[src/rtl/ara_eoc_monitor.sv]
// End-of-computation monitor: snoops AXI AW/W for a tohost store, pairs address matches
// with last W beats in order, and measures the runtime window given by the counter enable.
module ara_eoc_monitor #(
    parameter int unsigned                    AxiAddrWidth = 64,
    parameter int unsigned                    AxiDataWidth = 64,
    parameter logic        [AxiAddrWidth-1:0] ToHostAddr   = AxiAddrWidth'(64'h8000_1000),
    parameter int unsigned                    FifoDepth    = 4,
    parameter int unsigned                    CntWidth     = 64
) (
    input  logic                      clk_i,
    input  logic                      rst_ni,
    input  logic                      aw_valid_i,
    input  logic                      aw_ready_i,
    input  logic [AxiAddrWidth-1:0]   aw_addr_i,
    input  logic                      w_valid_i,
    input  logic                      w_ready_i,
    input  logic [AxiDataWidth-1:0]   w_data_i,
    input  logic [AxiDataWidth/8-1:0] w_strb_i,
    input  logic                      w_last_i,
    input  logic                      cnt_en_i,
    output logic [63:0]               exit_o,
    output logic [CntWidth-1:0]       runtime_o,
    output logic                      runtime_valid_o,
    output logic                      running_o,
    output logic                      overflow_o
);

    localparam int unsigned PtrW    = (FifoDepth > 1) ? $clog2(FifoDepth) : 1;
    localparam logic [PtrW:0] FullCnt = (PtrW + 1)'(FifoDepth);

    typedef enum logic [1:0] {StIdle, StCount, StDone} state_e;

    state_e state_q, state_d;

    // AW FIFO holds one match bit per address; W FIFO holds {data[63:0], strb[7:0]}.
    logic [FifoDepth-1:0]       aw_mem_q;
    logic [PtrW-1:0]            aw_wr_ptr_q, aw_wr_ptr_d, aw_rd_ptr_q, aw_rd_ptr_d;
    logic [PtrW:0]              aw_cnt_q, aw_cnt_d;
    logic [FifoDepth-1:0][71:0] w_mem_q;
    logic [PtrW-1:0]            w_wr_ptr_q, w_wr_ptr_d, w_rd_ptr_q, w_rd_ptr_d;
    logic [PtrW:0]              w_cnt_q, w_cnt_d;
    logic                       overflow_q, overflow_d;

    logic [CntWidth-1:0] cnt_q, cnt_d, cnt_inc;
    logic [CntWidth-1:0] runtime_q, runtime_d;
    logic                runtime_valid_q, runtime_valid_d;
    logic [63:0]         exit_q, exit_d;

    logic        aw_hs, w_hs, aw_match;
    logic [71:0] w_entry, w_head;
    logic        aw_head;
    logic        aw_head_valid, w_head_valid, pair;
    logic        aw_pop, w_pop, aw_bypass, w_bypass, aw_push, w_push, aw_drop, w_drop;
    logic        exit_event;

    logic unused_bits;
    assign unused_bits = ^{aw_addr_i[2:0], w_data_i, w_strb_i};

    // Handshake decode and head selection; an empty FIFO exposes the incoming entry directly
    // so a same-cycle push can pair without a cycle of latency.
    always_comb begin
        aw_hs    = aw_valid_i && aw_ready_i && (state_q != StDone);
        w_hs     = w_valid_i && w_ready_i && w_last_i && (state_q != StDone);
        aw_match = (aw_addr_i[AxiAddrWidth-1:3] == ToHostAddr[AxiAddrWidth-1:3]);
        w_entry  = {w_data_i[63:0], w_strb_i[7:0]};

        aw_head_valid = (aw_cnt_q != '0) || aw_hs;
        w_head_valid  = (w_cnt_q != '0) || w_hs;
        aw_head       = (aw_cnt_q != '0) ? aw_mem_q[aw_rd_ptr_q] : aw_match;
        w_head        = (w_cnt_q != '0) ? w_mem_q[w_rd_ptr_q] : w_entry;
        pair          = aw_head_valid && w_head_valid;

        aw_pop    = pair && (aw_cnt_q != '0);
        w_pop     = pair && (w_cnt_q != '0);
        aw_bypass = pair && (aw_cnt_q == '0);
        w_bypass  = pair && (w_cnt_q == '0);

        // A full FIFO still accepts a push when it pops in the same cycle.
        aw_push = aw_hs && !aw_bypass && ((aw_cnt_q != FullCnt) || aw_pop);
        w_push  = w_hs && !w_bypass && ((w_cnt_q != FullCnt) || w_pop);
        aw_drop = aw_hs && !aw_bypass && (aw_cnt_q == FullCnt) && !aw_pop;
        w_drop  = w_hs && !w_bypass && (w_cnt_q == FullCnt) && !w_pop;

        exit_event = pair && aw_head && (w_head[7:0] == 8'hFF) && w_head[8];

        aw_wr_ptr_d = aw_wr_ptr_q + PtrW'(aw_push);
        aw_rd_ptr_d = aw_rd_ptr_q + PtrW'(aw_pop);
        aw_cnt_d    = aw_cnt_q + (PtrW + 1)'(aw_push) - (PtrW + 1)'(aw_pop);
        w_wr_ptr_d  = w_wr_ptr_q + PtrW'(w_push);
        w_rd_ptr_d  = w_rd_ptr_q + PtrW'(w_pop);
        w_cnt_d     = w_cnt_q + (PtrW + 1)'(w_push) - (PtrW + 1)'(w_pop);
        overflow_d  = overflow_q || aw_drop || w_drop;
    end

    // FIFO storage, pointers and sticky overflow flag.
    always_ff @(posedge clk_i or negedge rst_ni) begin
        if (!rst_ni) begin
            aw_mem_q    <= '0;
            aw_wr_ptr_q <= '0;
            aw_rd_ptr_q <= '0;
            aw_cnt_q    <= '0;
            w_mem_q     <= '0;
            w_wr_ptr_q  <= '0;
            w_rd_ptr_q  <= '0;
            w_cnt_q     <= '0;
            overflow_q  <= 1'b0;
        end else begin
            if (aw_push) aw_mem_q[aw_wr_ptr_q] <= aw_match;
            if (w_push)  w_mem_q[w_wr_ptr_q]   <= w_entry;
            aw_wr_ptr_q <= aw_wr_ptr_d;
            aw_rd_ptr_q <= aw_rd_ptr_d;
            aw_cnt_q    <= aw_cnt_d;
            w_wr_ptr_q  <= w_wr_ptr_d;
            w_rd_ptr_q  <= w_rd_ptr_d;
            w_cnt_q     <= w_cnt_d;
            overflow_q  <= overflow_d;
        end
    end

    // Runtime FSM next state; an exit event beats both window start and window end.
    always_comb begin
        state_d         = state_q;
        cnt_d           = cnt_q;
        runtime_d       = runtime_q;
        runtime_valid_d = runtime_valid_q;
        exit_d          = exit_q;
        cnt_inc         = (cnt_q == '1) ? cnt_q : cnt_q + 1'b1;

        unique case (state_q)
            StIdle: begin
                if (exit_event) begin
                    exit_d  = w_head[71:8];
                    state_d = StDone;
                end else if (cnt_en_i) begin
                    cnt_d   = CntWidth'(1);
                    state_d = StCount;
                end
            end
            StCount: begin
                if (exit_event) begin
                    exit_d          = w_head[71:8];
                    runtime_d       = cnt_en_i ? cnt_inc : cnt_q;
                    runtime_valid_d = 1'b1;
                    state_d         = StDone;
                end else if (cnt_en_i) begin
                    cnt_d = cnt_inc;
                end else begin
                    runtime_d       = cnt_q;
                    runtime_valid_d = 1'b1;
                    state_d         = StIdle;
                end
            end
            StDone: begin
                // Frozen until reset.
            end
            default: state_d = StIdle;
        endcase
    end

    // FSM and measurement registers.
    always_ff @(posedge clk_i or negedge rst_ni) begin
        if (!rst_ni) begin
            state_q         <= StIdle;
            cnt_q           <= '0;
            runtime_q       <= '0;
            runtime_valid_q <= 1'b0;
            exit_q          <= '0;
        end else begin
            state_q         <= state_d;
            cnt_q           <= cnt_d;
            runtime_q       <= runtime_d;
            runtime_valid_q <= runtime_valid_d;
            exit_q          <= exit_d;
        end
    end

    assign exit_o          = exit_q;
    assign runtime_o       = runtime_q;
    assign runtime_valid_o = runtime_valid_q;
    assign running_o       = (state_q == StCount);
    assign overflow_o      = overflow_q;

endmodule

[config.mk]
export PLATFORM = sky130hd
export DESIGN_NAME = ara_eoc_monitor
export DESIGN_NICKNAME = d
export VERILOG_FILES = /design/src/rtl/ara_eoc_monitor.sv
export SDC_FILE = /design/constraint.sdc
export NUM_CORES = 1
export LEC_CHECK = 0
export ABC_CLOCK_PERIOD_IN_PS = 3500
export CAP_MARGIN = 10
export CORE_UTILIZATION = 59
export CTS_BUF_LIST = sky130_fd_sc_hd__clkbuf_4
export DETAILED_ROUTE_END_ITERATION = 8
export PLACE_DENSITY = 0.83
export SETUP_SLACK_MARGIN = 0.02
export SLEW_MARGIN = 10
export SYNTH_ARGS = -nofsm -noshare
export SYNTH_HDL_FRONTEND = slang
export SYNTH_SLANG_ARGS = --single-unit
[constraint.sdc]
create_clock -name clk_i -period 3.5 [get_ports clk_i]
set_clock_uncertainty 0.05 [all_clocks]
set_input_delay 0.7 -clock clk_i [delete_from_list [all_inputs] [get_ports clk_i]]
set_output_delay 0.7 -clock clk_i [all_outputs]
set_load 0.02 [all_outputs]
==> results.tsv <==
stage	metric	value	unit
status	status	finished, final reports clean	
yosys	synthesis.area	0.0243	mm²
layout	fill_cells	2606	
die	num_rows	73	
clock_network	cts_buffer_depth	3	
global_route	grt_max_degree	94	
die	die_w	205	µm
die	core-area	0.0402	mm²
clock_network	h-tree-depth	4	
drt	wirelength	67000	µm
worst_setup_path	cp.required	2750	ps
sta	min_period	3170	ps
placement	gp_congestion	0.961	
die	die_area	0.0420	mm²
yosys	synthAdderAreaFrac	0.00629	
die	initial_core_util	0.604	
yosys	synth-compound-area-share	0.106	
sta	setup_ws	331	ps
clock_network	numCtsBuffers	133	
global_route	first_global_vias	20100	
pwr	leakage	12.8	nW
worst_setup_path	worst_path_largest_cell_delay	640	ps
worst_setup_path	startpoint_type	flop	
sta	setup_tns	0	ps
layout	finish.utilization	0.740	
sta	finalCritPeriodShare	0.905	
run	drv_cap	0	
pwr	combinationalPowerShare	0.289	
clock_network	post_cts_resized	0	
yosys	ys_top_cells_by_area	dfrtp_1, mux2_2, mux4_2	
clock_network	path_clk_slew	60	ps
sta	rsz0062_at_grt	no	
drt	drcViolationCount	0	
layout	nets	2542	
yosys	synthMuxAreaShare	0.223	
clock_network	cts_sinks	502	
global_route	grt_pass1_wl	108000	µm
placement	dpl.hpwl	44000	µm
yosys	syn_nets	2194	
yosys	syn_inst	2039	
placement	numPortBuffers	271	
yosys	avgSynthCellArea	11.9	µm²
pwr	clkPwrFrac	0.267	
pwr	switchingPower	5.74	mW
yosys	synthDistinctLibCells	80	
worst_setup_path	slowest_stage	clkdlybuf4s50_1	
layout	fin_cells	3014	
drt	postRouteAntennaNets	0	
worst_setup_path	criticalPathCategory	flop to output port	
yosys	synthArstFlopShare	1.00	
placement	dpl.cell_count	2776	
worst_setup_path	crit_path_end_kind	output port	
die	io_pins	275	
clock_network	cts_tree	yes	
sta	clock.fmax	316	MHz
worst_setup_path	arrival	2420	ps
global_route	grt_overflow	0	
yosys	ys.flop_type	dfrtp_1	
yosys	synth_edf_count	0	
yosys	yosysTopAreaCellShare	0.517	
drt	vias_per_cell	6.33	
sta	holdWs	401	ps
yosys	synth_xor_area_frac	0.00866	
drt	dr.pass1.iters	5	
clock_network	clock_latency	850	ps
yosys	synthSimpleGateAreaFrac	0.104	
yosys	ys_seq_area_frac	0.517	
placement	dp_slack	-46.1	ps
yosys	ys_seq_elements	502	
pwr	intPower	13.5	mW
yosys	yosysTopAreaCell	dfrtp_1	
sta	setup-violations-final	0	
worst_hold_path	hp-class	input port to asynchronous set/reset pin	
yosys	yosysWarnings	0	
pwr	vdd_ir_drop_max	451	µV
sta	relSlewSlack	0.256	
layout	area_delta_synth_final	22.6	%
pwr	p_seq_frac	0.444	
sta	drv_slew	0	
die	fp.dieH	205	µm
clock_network	postCtsSetupBuffers	0	
drt	wl_per_cell	22.2	µm
drt	drt_iter0_markers	1668	
sta	hold_viol	0	
drt	vias	19100	
worst_setup_path	cp_max_fo	4	
clock_network	root_buffer	clkbuf_4	
pwr	sw_frac_of_total	0.299	
layout	drive_above_1_share	0.278	
pwr	p_per_area	646	mW/mm²
yosys	synth_top_family_by_area	multiplexers	
global_route	grt_usage	0.331	
worst_setup_path	cp_cell_sequence	inv_1 > nand2_2 > clkinv_1 > clkdlybuf4s50_1	
sta	worst_slew_pin_slew	1090	ps
global_route	antenna_found_initial	3	
final timing paths:
kind	startpoint	to	slack, ps	cells past startpoint
setup / recovery	state_q[1]$_DFFE_PN0P_	running_o	330	4
hold / removal	rst_ni	runtime_o[11]$_DFFE_PN0P_	400	2
setup reg to reg	cnt_q[0]$_DFFE_PN0P_	runtime_o[11]$_DFFE_PN0P_	380	8
max in group asynchronous	rst_ni	w_mem_q[191]$_DFFE_PN0P_	1950	3
hold reg to reg	runtime_valid_o$_DFFE_PN0P_	runtime_valid_o$_DFFE_PN0P_	420	1
min in group clk_i	runtime_valid_o$_DFFE_PN0P_	runtime_valid_o$_DFFE_PN0P_	420	1
per-stage QoR:
| step | instance area, µm² | power, mW |
|---|---|---|
| 4_1_cts | 29700 | 19.4 |
| 6_report | 29800 | 19.2 |
| 2_1_floorplan | 24300 | 12.4 |
| 3_3_place_gp | 28100 | 13.7 |
| 5_1_grt | 29700 | 20.3 |
| 3_5_place_dp | 28100 | 14.2 |
layer usage:
| metal | vias to the layer above | track usage | share of wire |
|---|---|---|---|
| met5 | - | 0 | 0.00019 |
| met2 | 890 | 0.528 | 0.48 |
| met4 | 2 | 0.152 | 0.040 |
| met3 | 209 | 0.0737 | 0.078 |
| met1 | 9581 | 0.431 | 0.40 |
| li1 | 8394 | - | - |
critical path: cells and delay by family, from the launching register on:
family                 cells  cell delay [ps]
buffers and inverters      3             1090
flip-flops                 1              380
AND/OR/NAND/NOR            1              140
cell usage in the layout, fill, tap and decap left out, types with 9 or more instances in the layout:
| master | netlist | routed |
|---|---|---|
| and3_1 | 16 | 16 |
| a21oi_1 | 44 | 43 |
| clkinv_1 | 1 | 28 |
| nor4_1 | 34 | 34 |
| nor2_1 | 79 | 77 |
| o22ai_1 | 14 | 14 |
| ha_1 | 9 | 9 |
| a2111oi_0 | 17 | 17 |
| clkdlybuf4s50_1 | 0 | 270 |
| nand3_1 | 54 | 52 |
| and2_1 | 12 | 12 |
| o32ai_1 | 13 | 13 |
| clkbuf_4 | 0 | 190 |
| buf_4 | 4 | 67 |
| nand2_1 | 167 | 166 |
| mux4_2 | 65 | 65 |
| and4_1 | 15 | 15 |
| a31oi_1 | 26 | 26 |
| inv_1 | 32 | 32 |
| dfrtp_1 | 502 | 500 |
| o21ai_0 | 164 | 164 |
| mux2i_1 | 64 | 64 |
| mux2_2 | 292 | 292 |
| nor3_1 | 25 | 25 |
| o31ai_1 | 39 | 39 |
| xnor2_1 | 17 | 17 |
| nand4_1 | 45 | 45 |
| buf_12 | 0 | 26 |
state kept, by name, summed over array words and instances (netlist names), 3 cells and up:
register and flops:
aw_cnt_q 3, aw_mem_q 4, cnt_q 64, exit_o 64
runtime_o 64, w_cnt_q 3, w_mem_q 288
cell type report:
cell class	instances	area, µm²	share of cell area
Antenna cell	3	7.51	0.000252
Inverter	33	124	0.00416
Sequential cell	502	12600	0.422
Tap cell	525	657	0.0221
Timing Repair Buffer	365	3750	0.126
Multi-Input combinational cell	1352	11000	0.369
Clock inverter	44	251	0.00845
Clock buffer	190	1430	0.0479
what timing repair did:
action / 4_1_cts / 5_1_grt
hold buffers: 1 / 0
setup endpoints to repair: 0 / 0
hold endpoints to repair: 76 / 0
cells by family (layout without fill, tap and decap cells):
| logic type | after synthesis | count (layout) |
|---|---|---|
| xor+xnor | 24 | 24 |
| flops | 502 | 502 |
| buf+inv | 185 | 632 |
| mux | 423 | 423 |
| fa+ha+maj | 11 | 11 |
| other cells | 0 | 3 |
| compound gates | 400 | 400 |
| simple gates | 494 | 494 |
cell usage after synthesis (all sizes together), types with 7 or more instances:
| master | instances |
|---|---|
| dfrtp | 502 |
| mux2 | 294 |
| o21ai | 169 |
| nand2 | 168 |
| buf | 84 |
| nor2 | 79 |
| clkbuf | 68 |
| mux4 | 65 |
| mux2i | 64 |
| nand3 | 55 |
| a21oi | 48 |
| nand4 | 46 |
| o31ai | 39 |
| nor4 | 37 |
| inv | 32 |
| nor3 | 27 |
| a31oi | 26 |
| a2111oi | 17 |
| xnor2 | 17 |
| and3 | 16 |
| and4 | 15 |
| o22ai | 14 |
| o32ai | 13 |
| and2 | 12 |
| ha | 9 |
| a21o | 8 |
| nand2b | 8 |
| o2111ai | 8 |
| or4 | 8 |
| o211ai | 7 |
| xor2 | 7 |
power groups by stage:
stage                     Combinational [mW]  Clock (mW)  Sequential (mW)
after detailed placement                5.59           0             8.59
after CTS                               5.61        5.23             8.51
final                                   5.55        5.13             8.54
after floorplan                         4.15           0             8.30
after global placement                  5.31           0             8.40
after global routing                    5.99        5.56             8.72
(Power assumes the default switching activity.)
